**config.mk**
```make
export PLATFORM = sky130hd
export DESIGN_NAME = prog_loader
export DESIGN_NICKNAME = d
export VERILOG_FILES = /design/src/rtl/prog_loader.sv
export SDC_FILE = /design/constraint.sdc
export NUM_CORES = 1
export LEC_CHECK = 0
export CORE_UTILIZATION = 50
export CTS_CLUSTER_DIAMETER = 50
export DETAILED_ROUTE_END_ITERATION = 12
export PLACE_DENSITY = 0.73
export SETUP_SLACK_MARGIN = 0.4
export SYNTH_ARGS = -nofsm -noshare
export SYNTH_HDL_FRONTEND = slang
export SYNTH_SLANG_ARGS = --single-unit
```
**constraint.sdc**
```tcl
create_clock -name clk -period 6.42 [get_ports clk]
set_input_delay 1.284 -clock clk [delete_from_list [all_inputs] [get_ports clk]]
set_output_delay 1.284 -clock clk [all_outputs]
set_load 0.1 [all_outputs]
```
**src/rtl/prog_loader.sv**
```systemverilog
// Byte-stream program loader.
// Accepts a framed byte stream (COUNT, N x {HI, LO}, CSUM) over a valid/ready
// link, packs HI/LO pairs into instruction words, writes them to program
// memory from address 0 upward and verifies an 8-bit additive checksum.
// The CPU is held at PC 0 while a load runs and after a failed load.
//
// Handshake: a byte moves on a rising clk edge only when byteValid and
// byteReady are both 1; byteReady depends only on the current state, never on
// byteValid, and the loader never takes a byte it did not signal ready for.
module prog_loader #(
    parameter int prog_mem_length = 8,
    parameter int prog_mem_width  = 13
) (
    input  logic                       clk,
    input  logic                       rst_n,
    input  logic                       start,
    input  logic [7:0]                 byteIn,
    input  logic                       byteValid,
    output logic                       byteReady,
    output logic                       wrPm,
    output logic [prog_mem_length-1:0] adrPm,
    output logic [prog_mem_width-1:0]  dataPm,
    output logic                       holdCpu,
    output logic                       busy,
    output logic                       done,
    output logic                       err,
    output logic [2:0]                 dbgState
);

    // Number of word bits carried in the HI byte.
    localparam int HI_BITS = prog_mem_width - 8;
    // Remaining-word counter needs one extra bit to hold the full 2**L count.
    localparam int REM_W = prog_mem_length + 1;
    localparam logic [REM_W-1:0] REM_FULL = {1'b1, {prog_mem_length{1'b0}}};
    localparam logic [REM_W-1:0] REM_ONE  = {{(REM_W-1){1'b0}}, 1'b1};
    // HI byte bits that lie above the instruction width and must be zero.
    localparam logic [15:0] HI_MASK_WIDE = 16'h00FF << HI_BITS;
    localparam logic [7:0]  HI_UNUSED    = HI_MASK_WIDE[7:0];

    typedef enum logic [2:0] {
        IDLE  = 3'd0,
        COUNT = 3'd1,
        HI    = 3'd2,
        LO    = 3'd3,
        WRITE = 3'd4,
        CSUM  = 3'd5,
        DONE  = 3'd6,
        ERR   = 3'd7
    } stateT;

    stateT                      state;
    stateT                      stateNext;
    logic                       xfer;
    logic                       loadStart;
    logic [prog_mem_length-1:0] adr;
    logic [REM_W-1:0]           remaining;
    logic [REM_W-1:0]           countWords;
    logic [7:0]                 sum;
    logic [HI_BITS-1:0]         hiReg;
    logic [prog_mem_width-1:0]  word;

    assign xfer       = byteValid & byteReady;
    // A COUNT byte of zero stands for a full memory image.
    assign countWords = (byteIn == 8'd0) ? REM_FULL : REM_W'(byteIn);

    assign adrPm    = adr;
    assign dataPm   = word;
    assign dbgState = state;

    // State register; reset aborts any load in progress.
    always_ff @(posedge clk) begin
        if (!rst_n) begin
            state <= IDLE;
        end else begin
            state <= stateNext;
        end
    end

    // Next-state decode and all state-derived outputs.
    always_comb begin
        stateNext = state;
        byteReady = 1'b0;
        wrPm      = 1'b0;
        busy      = 1'b0;
        holdCpu   = 1'b1;
        done      = 1'b0;
        err       = 1'b0;
        loadStart = 1'b0;
        unique case (state)
            IDLE: begin
                holdCpu = 1'b0;
                if (start) begin
                    loadStart = 1'b1;
                    stateNext = COUNT;
                end
            end
            COUNT: begin
                busy      = 1'b1;
                byteReady = 1'b1;
                if (byteValid) begin
                    stateNext = HI;
                end
            end
            HI: begin
                busy      = 1'b1;
                byteReady = 1'b1;
                if (byteValid) begin
                    // Any set bit above the instruction width is a framing error.
                    stateNext = ((byteIn & HI_UNUSED) != 8'd0) ? ERR : LO;
                end
            end
            LO: begin
                busy      = 1'b1;
                byteReady = 1'b1;
                if (byteValid) begin
                    stateNext = WRITE;
                end
            end
            WRITE: begin
                busy      = 1'b1;
                wrPm      = 1'b1;
                stateNext = (remaining == REM_ONE) ? CSUM : HI;
            end
            CSUM: begin
                busy      = 1'b1;
                byteReady = 1'b1;
                if (byteValid) begin
                    stateNext = (byteIn == sum) ? DONE : ERR;
                end
            end
            DONE: begin
                holdCpu = 1'b0;
                done    = 1'b1;
                if (start) begin
                    loadStart = 1'b1;
                    stateNext = COUNT;
                end
            end
            ERR: begin
                err = 1'b1;
                if (start) begin
                    loadStart = 1'b1;
                    stateNext = COUNT;
                end
            end
            default: begin
                stateNext = IDLE;
            end
        endcase
    end

    // Write address: cleared on a new load, advances after each write pulse.
    always_ff @(posedge clk) begin
        if (!rst_n) begin
            adr <= '0;
        end else if (loadStart) begin
            adr <= '0;
        end else if (state == WRITE) begin
            adr <= adr + 1'b1;
        end
    end

    // Words still to be written in this load.
    always_ff @(posedge clk) begin
        if (!rst_n) begin
            remaining <= '0;
        end else if (loadStart) begin
            remaining <= '0;
        end else if (state == COUNT && xfer) begin
            remaining <= countWords;
        end else if (state == WRITE) begin
            remaining <= remaining - REM_ONE;
        end
    end

    // Running mod-256 sum over COUNT, HI and LO bytes; CSUM byte is excluded.
    always_ff @(posedge clk) begin
        if (!rst_n) begin
            sum <= 8'd0;
        end else if (loadStart) begin
            sum <= 8'd0;
        end else if (xfer && (state == COUNT || state == HI || state == LO)) begin
            sum <= sum + byteIn;
        end
    end

    // Word assembly: HI bits held until LO arrives, then the full word is
    // latched and kept stable through the WRITE cycle.
    always_ff @(posedge clk) begin
        if (!rst_n) begin
            hiReg <= '0;
            word  <= '0;
        end else begin
            if (state == HI && xfer) begin
                hiReg <= byteIn[HI_BITS-1:0];
            end
            if (state == LO && xfer) begin
                word <= {hiReg, byteIn};
            end
        end
    end

endmodule

```
==> results of run 1 <==
## routing by layer
| metal | track usage, % | wire [microns] |
|---|---|---|
| met4 | 7.19 | 97 |
| met2 | 38.2 | 2560 |
| met3 | 5.00 | 327 |
| met5 | 0 | 0 |
| met1 | 28.0 | 2440 |
## per-stage QoR
step	util [%]	cell area [sq um]	cells
final	63.9	3020	395
after global placement	60.8	2870	387
after floorplan	-	2450	292
after CTS	63.9	3020	395
after detailed placement	60.8	2870	387
after global routing	63.9	3020	395
## sequential cells by signal, indices dropped and copies added, names as in the netlist
signal     flops
sum            8
hiReg          5
dbgState       3
dataPm        13
remaining      9
adrPm          8
## power breakdown
| part | internal (mW) | switching (mW) | leakage, nW |
|---|---|---|---|
| clock network | 0.166 | 0.0964 | 0.0714 |
| logic | 0.197 | 0.445 | 0.603 |
| registers | 0.330 | 0.0663 | 0.373 |
## critical path, cell delays in order, from the launching register on
cell and delay [ps]:
dfxtp_1 500, or3b_1 640, clkinv_2 200, clkdlybuf4s50_1 1150
## synthesized netlist by cell type, types with 6 or more instances
library cell	number	area share, %
mux2i_1	6	2.5
nor3_1	6	1.2
buf_2	6	1.2
nor2b_1	6	1.5
dfxtp_1	46	38
a21oi_1	21	4.3
o21ai_0	9	1.8
xor2_1	7	2.5
a21boi_0	13	4.0
nor2_1	27	4.1
ha_1	10	5.1
nand2_1	49	7.5
## path summary, 6_finish.rpt
path,to,slack (ps),cells after the start
worst max register to register,sum[6]$_SDFFE_PP0P_,3850,5
worst min register to register,sum[3]$_SDFFE_PP0P_,460,2
worst min-delay path,sum[3]$_SDFFE_PP0P_,460,2
worst max-delay path,wrPm,2340,3
## area by class of cell
type | instances | area (sq um) | share of cell area, %
timing repair buffer | 41 | 410 | 13.6
multi-input combinational | 227 | 1440 | 47.6
clock inverter | 2 | 60.1 | 1.99
sequential | 46 | 921 | 30.5
tap | 67 | 83.8 | 2.78
inverter | 6 | 23.8 | 0.788
clock buffer | 6 | 82.6 | 2.74
## cells by family (layout without fill, tap and decap cells)
group,after synthesis,after routing,synth area share (%)
flip-flops,46,46,37.6
XOR/XNOR,12,12,4.29
adder cells (fa/ha/maj),11,11,5.93
AO/OA/AOI/OAI,72,72,19.6
buffers and inverters,19,55,3.73
AND/OR/NAND/NOR,126,126,26.4
multiplexers,6,6,2.45
==> impl_metrics.sql, run 1 <==
INSERT INTO impl_metrics (metric_group, metric, value, unit) VALUES
('outcome', 'run_status', 'complete, no violations', ''),
('yosys', 'synth.lib_cells_used.distinct', '53', ''),
('clocking', 'postCtsSetupBuffers', '0', ''),
('die', 'die_height', '72.0', 'microns'),
('clocking', 'holdBufCountCts', '0', ''),
('worst_setup_path', 'timing.rr.start', 'dbgState[1]$_SDFFE_PN0P_', ''),
('sta', 'layout_setup_ws', '2340', 'ps'),
('die', 'die_x', '72.0', 'microns'),
('sta', 'setup_viol_count_final', '0', ''),
('sta', 'grt_setup_unrepaired', 'no', ''),
('route', 'firstDrtPassIters', '4', ''),
('power', 'power_per_cell_area', '431', 'nW/um^2'),
('clocking', 'tritoncts', 'yes', ''),
('clocking', 'cts_sinks', '46', ''),
('sta', 'worst_clock_skew', '8.56', 'ps'),
('worst_hold_path', 'hold_start', 'sum[3]$_SDFFE_PP0P_', ''),
('grt', 'grt_antenna_before_repair', '0', ''),
('worst_setup_path', 'crit_path_start_kind', 'flop', ''),
('place', 'place.port_buffers', '41', ''),
('place', 'hpwlAfterDp', '3.95', 'mm'),
('worst_setup_path', 'worstSetupPathType', 'reg2out', ''),
('worst_setup_path', 'critPathMaxFanout', '17', ''),
('grt', 'global_route.usage.total', '22.3', '%'),
('final_layout', 'final_net_count', '350', ''),
('route', 'antenna_violating_nets_post_route', '0', ''),
('route', 'drt_first_iter_violations', '131', ''),
('route', 'via_per_inst', '5.56', ''),
('die', 'floorplan.io_pins', '42', ''),
('clocking', 'cts_inserted_buffers', '5', ''),
('worst_setup_path', 'type_of_destination_of_the_critical_path', 'output pin', ''),
('job', 'cap_violations', '0', ''),
('clocking', 'clk_root_buffer_cell', 'clkbuf_8', ''),
('clocking', 'clk_transition_reported_paths', '80', 'ps'),
('clocking', 'clk_latency', '290', 'ps'),
('grt', 'globalRoute.totalOverflow', '0', ''),
('power', 'p_leak', '1.05', 'nW'),
('route', 'routed-via-count', '2196', ''),
('yosys', 'postSynthNetCount', '315', ''),
('die', 'start_util', '51.8', '%'),
('yosys', 'syn-mean-instance-area', '8.38', 'sq um'),
('die', 'core_area', '4720', 'sq um'),
('grt', 'largest_net_degree_at_the_start_of_global_routing', '25', ''),
('yosys', 'ys.warnings.count', '0', ''),
('yosys', 'synthFlopType', 'dfxtp_1', ''),
('route', 'drt-wirelength-per-cell', '13.7', 'microns'),
('sta', 'timing.hold.ws', '461', 'ps'),
('sta', 'timing_max_transition_violations_final', '0', ''),
('sta', 'maxClockFrequency', '245', 'MHz'),
('sta', 'tightest_slew', '1040', 'ps'),
('sta', 'min_period', '4080', 'ps'),
('sta', 'hold_viol_final', '0', ''),
('yosys', 'synth_sequential_area_ratio', '37.6', '%'),
('die', 'area_of_the_die', '5180', 'sq um'),
('worst_setup_path', 'timing.critical_path.required', '5140', 'ps'),
('worst_setup_path', 'startpoint', 'dbgState[1]$_SDFFE_PN0P_', ''),
('final_layout', 'fill_cells', '413', ''),
('grt', 'first_global_vias', '1997', ''),
('final_layout', 'final_cell_mix', 'nand2_1 (49), dfxtp_1 (46), clkdlybuf4s50_1 (41)', ''),
('yosys', 'synth_area', '2450', 'sq um'),
('sta', 'tns', '0', 'ps'),
('clocking', 'clock_path_buffers', '2', ''),
('final_layout', 'syn_to_final_growth', '23.3', '%'),
('power', 'report.power.total', '1.30', 'mW'),
('final_layout', 'layout.cells.most_common', 'nand2_1', ''),
('sta', 'timing.final.crit_share', '63.6', '%'),
('final_layout', 'antenna_cells', '0', ''),
('die', 'core.rowCount', '25', ''),
('yosys', 'async_flop_share', '0', '%'),
('yosys', 'synthesis.instances', '292', ''),
('sta', 'relSlewSlack', '30.9', '%'),
('place', 'gp_routability_congestion', '0.859', ''),
('grt', 'grt_first_pass_wirelength', '9.05', 'mm'),
('power', 'worst_ir_drop_vdd', '252', 'uV'),
('yosys', 'number_of_enable_type_register_cells_in_the_synthesized_netlist', '0', ''),
('place', 'pre_cts_ws', '2680', 'ps'),
('final_layout', 'layout-drive-gt1-share', '6.40', '%'),
('worst_hold_path', 'hold_wc_path_type', 'reg2reg', ''),
('route', 'drc_errors', '0', ''),
('clocking', 'cts-htree-levels', '2', ''),
('clocking', 'cts_resized', '0', ''),
('worst_setup_path', 'timing.critical_path.arrival', '2800', 'ps'),
('yosys', 'synth_seq_cells', '46', ''),
('route', 'wl_final', '5.42', 'mm');
Note: power is estimated with default switching activity, not from simulation.
==> inputs of run 2 (changes only) <==
--- a/config.mk
+++ b/config.mk
@@ -5,7 +5,7 @@
 export SDC_FILE = /design/constraint.sdc
 export NUM_CORES = 1
 export LEC_CHECK = 0
-export CORE_UTILIZATION = 50
+export CORE_UTILIZATION = 48
 export CTS_CLUSTER_DIAMETER = 50
 export DETAILED_ROUTE_END_ITERATION = 12
 export PLACE_DENSITY = 0.73
==> constraint.sdc (replaced) <==
create_clock -name clk -period 3.6 [get_ports clk]
set_input_delay 0.72 -clock clk [delete_from_list [all_inputs] [get_ports clk]]
set_output_delay 0.72 -clock clk [all_outputs]
set_load 0.1 [all_outputs]
==> impl_metrics.sql, run 2 (synthesis gave the netlist of run 1 again) <==
INSERT INTO impl_metrics (metric_group, metric, value, unit) VALUES
('outcome', 'run_status', 'complete, no violations', ''),
('clocking', 'clk_latency', '300', 'ps'),
('place', 'place.port_buffers', '41', ''),
('die', 'area_of_the_die', '5390', 'sq um'),
('final_layout', 'max_ffs_per_register', '13', ''),
('sta', 'maxClockFrequency', '350', 'MHz'),
('route', 'drt_first_iter_violations', '160', ''),
('grt', 'globalRoute.totalOverflow', '0', ''),
('worst_setup_path', 'type_of_destination_of_the_critical_path', 'flop', ''),
('final_layout', 'layout_utilization', '62.0', '%'),
('final_layout', 'antenna_cells', '0', ''),
('final_layout', 'fill_cells', '460', ''),
('sta', 'relSlewSlack', '34.6', '%'),
('worst_setup_path', 'reg2reg_setup_slack', '1430', 'ps'),
('clocking', 'cts_inserted_buffers', '5', ''),
('sta', 'hold_viol_final', '0', ''),
('sta', 'timing.final.crit_share', '79.4', '%'),
('clocking', 'tritoncts', 'yes', ''),
('die', 'start_util', '50.8', '%'),
('sta', 'worst_clock_skew', '8.09', 'ps'),
('worst_setup_path', 'buffers_and_inverters_on_the_worst_path', '1', ''),
('sta', 'layout_setup_ws', '743', 'ps'),
('power', 'switching_share', '48.9', '%'),
('place', 'placed_cells', '389', ''),
('sta', 'tns', '0', 'ps'),
('worst_setup_path', 'critPathMaxStageDelay', '530', 'ps'),
('worst_hold_path', 'hold_start', 'sum[4]$_SDFFE_PP0P_', ''),
('place', 'pre_cts_ws', '473', 'ps'),
('power', 'combinational_power_share', '51.3', '%'),
('power', 'clockPowerShare', '17.0', '%'),
('final_layout', 'cell_count_final_fillers_out', '397', ''),
('place', 'placed_cell_area', '2880', 'sq um'),
('die', 'floorplan.io_pins', '42', ''),
('clocking', 'cts_resized', '0', ''),
('final_layout', 'layout-drive-gt1-share', '10.3', '%'),
('die', 'core.rowCount', '25', ''),
('power', 'report.power.total', '2.23', 'mW'),
('die', 'die_x', '73.4', 'microns'),
('power', 'power.switching', '1.09', 'mW'),
('power', 'power.share.sequential', '31.7', '%'),
('sta', 'timing_max_transition_violations_final', '0', ''),
('route', 'routed-via-count', '2167', ''),
('grt', 'global_route.usage.total', '22.4', '%'),
('sta', 'grt_setup_unrepaired', 'no', ''),
('final_layout', 'syn_to_final_growth', '22.0', '%'),
('worst_setup_path', 'worstSetupPathType', 'in2reg', ''),
('power', 'power_per_cell_area', '748', 'nW/um^2'),
('job', 'cap_violations', '0', ''),
('worst_setup_path', 'critical-path-top-delay-family', 'compound AO/OA/AOI/OAI gates', ''),
('route', 'via_per_inst', '5.46', ''),
('clocking', 'cts_sinks', '46', ''),
('route', 'drt-wirelength-per-cell', '13.6', 'microns'),
('clocking', 'postCtsSetupBuffers', '0', ''),
('sta', 'setup_viol_count_final', '0', ''),
('worst_setup_path', 'timing.critical_path.required', '3800', 'ps'),
('clocking', 'clk_root_buffer_cell', 'clkbuf_8', ''),
('worst_setup_path', 'timing.critical_path.arrival', '3060', 'ps'),
('grt', 'grt_antenna_before_repair', '0', ''),
('worst_setup_path', 'cpMaxStageDelayCell', 'clkdlybuf4s50_1', ''),
('route', 'drc_errors', '0', ''),
('route', 'firstDrtPassIters', '4', ''),
('sta', 'min_period', '2860', 'ps'),
('place', 'hpwlAfterDp', '3.94', 'mm'),
('clocking', 'cts-htree-levels', '2', ''),
('grt', 'first_global_vias', '1937', ''),
('worst_setup_path', 'worst-r2r-cell-count', '5', ''),
('worst_setup_path', 'critPathMaxFanout', '5', ''),
('die', 'core_area', '4820', 'sq um'),
('worst_setup_path', 'crit_path_start_kind', 'input port', ''),
('power', 'internal-power', '1.14', 'mW'),
('worst_setup_path', 'critical_path.cell_chain', 'clkdlybuf4s50_1 -> ha_1 -> fa_1 -> a211oi_1 -> o21bai_1 -> a21oi_1 -> nor4_1 -> a311o_1', ''),
('grt', 'grt_first_pass_wirelength', '9.22', 'mm'),
('worst_setup_path', 'regToRegEndpoint', 'sum[6]$_SDFFE_PP0P_', ''),
('power', 'worst_ir_drop_vdd', '556', 'uV'),
('worst_hold_path', 'worstHoldEndpoint', 'sum[4]$_SDFFE_PP0P_', ''),
('grt', 'largest_net_degree_at_the_start_of_global_routing', '24', ''),
('clocking', 'clk_transition_reported_paths', '90', 'ps'),
('sta', 'timing.hold.ws', '458', 'ps'),
('power', 'p_leak', '1.05', 'nW'),
('route', 'wl_final', '5.41', 'mm'),
('route', 'antenna_violating_nets_post_route', '0', ''),
('final_layout', 'final_cell_mix', 'nand2_1 (49), dfxtp_1 (46), clkdlybuf4s50_1 (32)', ''),
('worst_hold_path', 'hold_depth', '2', ''),
('worst_hold_path', 'hold_wc_path_type', 'reg2reg', ''),
('final_layout', 'layout.cells.most_common', 'nand2_1', ''),
('sta', 'tightest_slew', '977', 'ps'),
('clocking', 'holdBufCountCts', '0', ''),
('worst_setup_path', 'timing.rr.start', 'dbgState[1]$_SDFFE_PN0P_', ''),
('place', 'gp_routability_congestion', '0.895', ''),
('die', 'die_height', '73.4', 'microns'),
('clocking', 'clock_path_buffers', '2', ''),
('final_layout', 'final_net_count', '352', ''),
('final_layout', 'post-route-cell-area', '2990', 'sq um');
==> run 2: changes by cell type in the layout (fill, tap and decap cells not counted), moves of 2 or more <==
cell	before	now
nor2_2	5	7
clkdlybuf4s50_1	41	32
buf_4	0	11
nor2_1	27	25
==> run 2: cell type report <==
type | count | area, sq um | area share, %
clock buffer | 6 | 72.6 | 2.43
sequential | 46 | 921 | 30.8
inverter | 6 | 23.8 | 0.796
clock inverter | 2 | 37.5 | 1.26
tap | 67 | 83.8 | 2.81
timing repair buffer | 43 | 403 | 13.5
multi-input combinational | 227 | 1440 | 48.4
==> run 2: power groups by stage <==
stage / clock, mW / sequential (mW) / combinational (mW)
floorplan: 0 / 0.821 / 0.823
detailed placement: 0 / 0.719 / 1.14
CTS: 0.389 / 0.707 / 1.15
global placement: 0 / 0.716 / 1.14
global route: 0.412 / 0.724 / 1.24
finish: 0.380 / 0.707 / 1.14
==> run 2: worst max-delay path by stage <==
| stage | cells after the start | slack (ps) | endpoint | startpoint |
|---|---|---|---|---|
| floorplan | 3 | 160 | err | dbgState[0]$_SDFFE_PN0P_ |
| global placement | 8 | 530 | sum[6]$_SDFFE_PP0P_ | byteIn[0] |
| detailed placement | 8 | 470 | sum[6]$_SDFFE_PP0P_ | byteIn[0] |
| CTS | 8 | 780 | sum[6]$_SDFFE_PP0P_ | byteIn[0] |
| global route | 8 | 620 | sum[6]$_SDFFE_PP0P_ | byteIn[0] |
| finish | 8 | 740 | sum[6]$_SDFFE_PP0P_ | byteIn[0] |
==> run 2: routing by layer <==
layer	GRT usage (%)	vias to the layer above	wire (microns)
met3	4.66	10	233
li1	-	1108	-
met1	30.2	998	2620
met2	35.0	51	2450
met5	0	-	0
met4	8.97	0	106
==> run 2: worst register-to-register path: cells and delay by family, from the launching register on <==
kind	cells	cell delay (ps)
and+or+nand+nor	3	840
DFF	1	710
AOI/OAI and AO/OA	2	530
==> inputs of run 3 (changes only) <==
==> constraint.sdc (replaced) <==
create_clock -name clk -period 2.5 [get_ports clk]
set_input_delay 0.5 -clock clk [delete_from_list [all_inputs] [get_ports clk]]
set_output_delay 0.5 -clock clk [all_outputs]
set_load 0.1 [all_outputs]
==> impl_metrics.sql, run 3 (synthesis gave the netlist of run 1 again) <==
INSERT INTO impl_metrics (metric_group, metric, value, unit) VALUES
('clocking', 'clock_path_buffers', '2', ''),
('final_layout', 'antenna_cells', '0', ''),
('power', 'worst_ir_drop_vdd', '827', 'uV'),
('die', 'area_of_the_die', '5390', 'sq um'),
('grt', 'grt_first_pass_wirelength', '9.57', 'mm'),
('worst_setup_path', 'regToRegEndpoint', 'remaining[7]$_SDFFE_PP0P_', ''),
('final_layout', 'post-route-cell-area', '3180', 'sq um'),
('final_layout', 'max_ffs_per_register', '13', ''),
('worst_setup_path', 'critPathMaxFanout', '15', ''),
('sta', 'tns', '0', 'ps'),
('final_layout', 'final_cell_mix', 'buf_4 (52), nand2_1 (49), dfxtp_1 (43)', ''),
('route', 'drt-wirelength-per-cell', '13.8', 'microns'),
('worst_hold_path', 'hold_wc_path_type', 'reg2reg', ''),
('final_layout', 'fill_cells', '428', ''),
('die', 'start_util', '50.8', '%'),
('worst_hold_path', 'worstHoldEndpoint', 'sum[5]$_SDFFE_PP0P_', ''),
('worst_hold_path', 'hold_start', 'sum[5]$_SDFFE_PP0P_', ''),
('worst_setup_path', 'critical-path-top-delay-family', 'simple AND/OR/NAND/NOR gates', ''),
('die', 'die_height', '73.4', 'microns'),
('clocking', 'cts_sinks', '46', ''),
('worst_setup_path', 'buffers_and_inverters_on_the_worst_path', '2', ''),
('grt', 'largest_net_degree_at_the_start_of_global_routing', '22', ''),
('worst_setup_path', 'type_of_destination_of_the_critical_path', 'output pin', ''),
('worst_setup_path', 'cpMaxStageDelayCell', 'or3b_4', ''),
('route', 'wl_final', '5.75', 'mm'),
('sta', 'timing.final.crit_share', '80.5', '%'),
('clocking', 'cts_inserted_buffers', '5', ''),
('grt', 'global_route.usage.total', '23.2', '%'),
('power', 'power_per_cell_area', '1040', 'nW/um^2'),
('route', 'antenna_violating_nets_post_route', '0', ''),
('sta', 'layout_setup_ws', '487', 'ps'),
('grt', 'first_global_vias', '1993', ''),
('final_layout', 'layout-drive-gt1-share', '25.6', '%'),
('clocking', 'tritoncts', 'yes', ''),
('worst_setup_path', 'worst-r2r-cell-count', '6', ''),
('die', 'floorplan.io_pins', '42', ''),
('final_layout', 'final_net_count', '373', ''),
('clocking', 'holdBufCountCts', '0', ''),
('clocking', 'clk_root_buffer_cell', 'clkbuf_8', ''),
('worst_hold_path', 'hold_depth', '2', ''),
('die', 'core.rowCount', '25', ''),
('outcome', 'run_status', 'complete, no violations', ''),
('grt', 'globalRoute.totalOverflow', '0', ''),
('route', 'firstDrtPassIters', '4', ''),
('worst_setup_path', 'critPathMaxStageDelay', '470', 'ps'),
('worst_setup_path', 'timing.critical_path.required', '2000', 'ps'),
('worst_setup_path', 'worstSetupPathType', 'reg2out', ''),
('die', 'core_area', '4820', 'sq um'),
('sta', 'setup_viol_count_final', '0', ''),
('sta', 'timing_max_transition_violations_final', '0', ''),
('worst_setup_path', 'timing.rr.start', 'dbgState[0]$_SDFFE_PN0P_', ''),
('final_layout', 'cell_count_final_fillers_out', '418', ''),
('sta', 'min_period', '2010', 'ps'),
('place', 'placed_cell_area', '3010', 'sq um'),
('clocking', 'clk_transition_reported_paths', '80', 'ps'),
('worst_setup_path', 'crit_path_start_kind', 'flop', ''),
('power', 'p_leak', '1.22', 'nW'),
('route', 'routed-via-count', '2262', ''),
('die', 'die_x', '73.4', 'microns'),
('sta', 'grt_setup_unrepaired', 'no', ''),
('clocking', 'cts-htree-levels', '2', ''),
('sta', 'tightest_slew', '493', 'ps'),
('worst_setup_path', 'critical_path.cell_chain', 'or3b_4 -> inv_4 -> buf_12', ''),
('route', 'via_per_inst', '5.41', ''),
('sta', 'relSlewSlack', '67.0', '%'),
('final_layout', 'layout.cells.most_common', 'buf_4', ''),
('final_layout', 'layout_utilization', '66.1', '%'),
('clocking', 'clk_latency', '290', 'ps'),
('place', 'hpwlAfterDp', '4.17', 'mm'),
('final_layout', 'syn_to_final_growth', '30.0', '%'),
('sta', 'maxClockFrequency', '497', 'MHz'),
('sta', 'hold_viol_final', '0', ''),
('worst_setup_path', 'reg2reg_setup_slack', '680', 'ps'),
('worst_setup_path', 'timing.critical_path.arrival', '1510', 'ps'),
('place', 'pre_cts_ws', '-71.5', 'ps'),
('place', 'placed_cells', '405', ''),
('job', 'cap_violations', '0', ''),
('route', 'drc_errors', '0', ''),
('place', 'place.port_buffers', '41', ''),
('place', 'gp_routability_congestion', '0.828', ''),
('route', 'drt_first_iter_violations', '148', ''),
('grt', 'grt_antenna_before_repair', '0', ''),
('sta', 'worst_clock_skew', '4.07', 'ps');
[run 3: cell types whose count changed in the layout (fill, tap and decap cells not counted), sizes merged]
cell / delta
dlygate4sd2: +2
inv: +1
clkdlybuf4s50: -26
bufinv: -1
clkinv: +1
clkinvlp: -1
dlymetal6s2s: +3
buf: +42
[run 3: area by class of cell]
cell class	instances	area (sq um)	area share (%)
repair buffers	64	526	16.5
well taps	67	83.8	2.63
clock buffers	6	72.6	2.28
clock inverters	2	10.0	0.315
flip-flops and latches	46	932	29.3
inverters	6	25.0	0.786
multi-input cells	227	1530	48.2
[run 3: worst max-delay path by stage]
| stage | from | endpoint | slack (ps) | cells after the start |
|---|---|---|---|---|
| 6_report | dbgState[0]$_SDFFE_PN0P_ | wrPm | 490 | 3 |
| 3_5_place_dp | byteIn[1] | sum[6]$_SDFFE_PP0P_ | -70 | 7 |
| 2_1_floorplan | byteIn[0] | sum[6]$_SDFFE_PP0P_ | 440 | 7 |
| 3_3_place_gp | byteIn[0] | sum[6]$_SDFFE_PP0P_ | -30 | 8 |
| 5_1_grt | byteIn[5] | sum[7]$_SDFFE_PP0P_ | 390 | 7 |
| 4_1_cts | byteIn[0] | sum[6]$_SDFFE_PP0P_ | 280 | 8 |
[run 3: what timing repair did]
action	CTS	global route
pin swaps	0	7
buffers inserted	0	5
endpoints found under the setup margin	5	4
resized for setup	7	7
[run 3: report_power, final]
group | leakage, nW | switching (mW) | internal, mW
Clock | 0.0450 | 0.248 | 0.194
Sequential | 0.375 | 0.188 | 0.860
Combinational | 0.803 | 1.20 | 0.614
[run 3: per-layer routing]
layer	GRT usage, %	part of all wire (%)	vias up
met5	0	0	-
met4	6.62	1.0	0
met3	4.25	4.4	6
met2	36.7	47	59
met1	32.3	48	1051
li1	-	-	1146
[run 3: worst register-to-register path, stage by stage, from the launching register on]
cell and delay [ps]:
dfxtp_4 420, or3b_4 470, buf_4 170, nor3_2 200, nand2_1 110, xnor2_1 140
a211oi_1 220
[run 3: metrics by stage]
step,hold WS (ps),power (mW)
finish,461,3.31
global route,500,3.52
CTS,460,3.27
detailed placement,448,2.81
global placement,442,2.79
floorplan,436,2.43
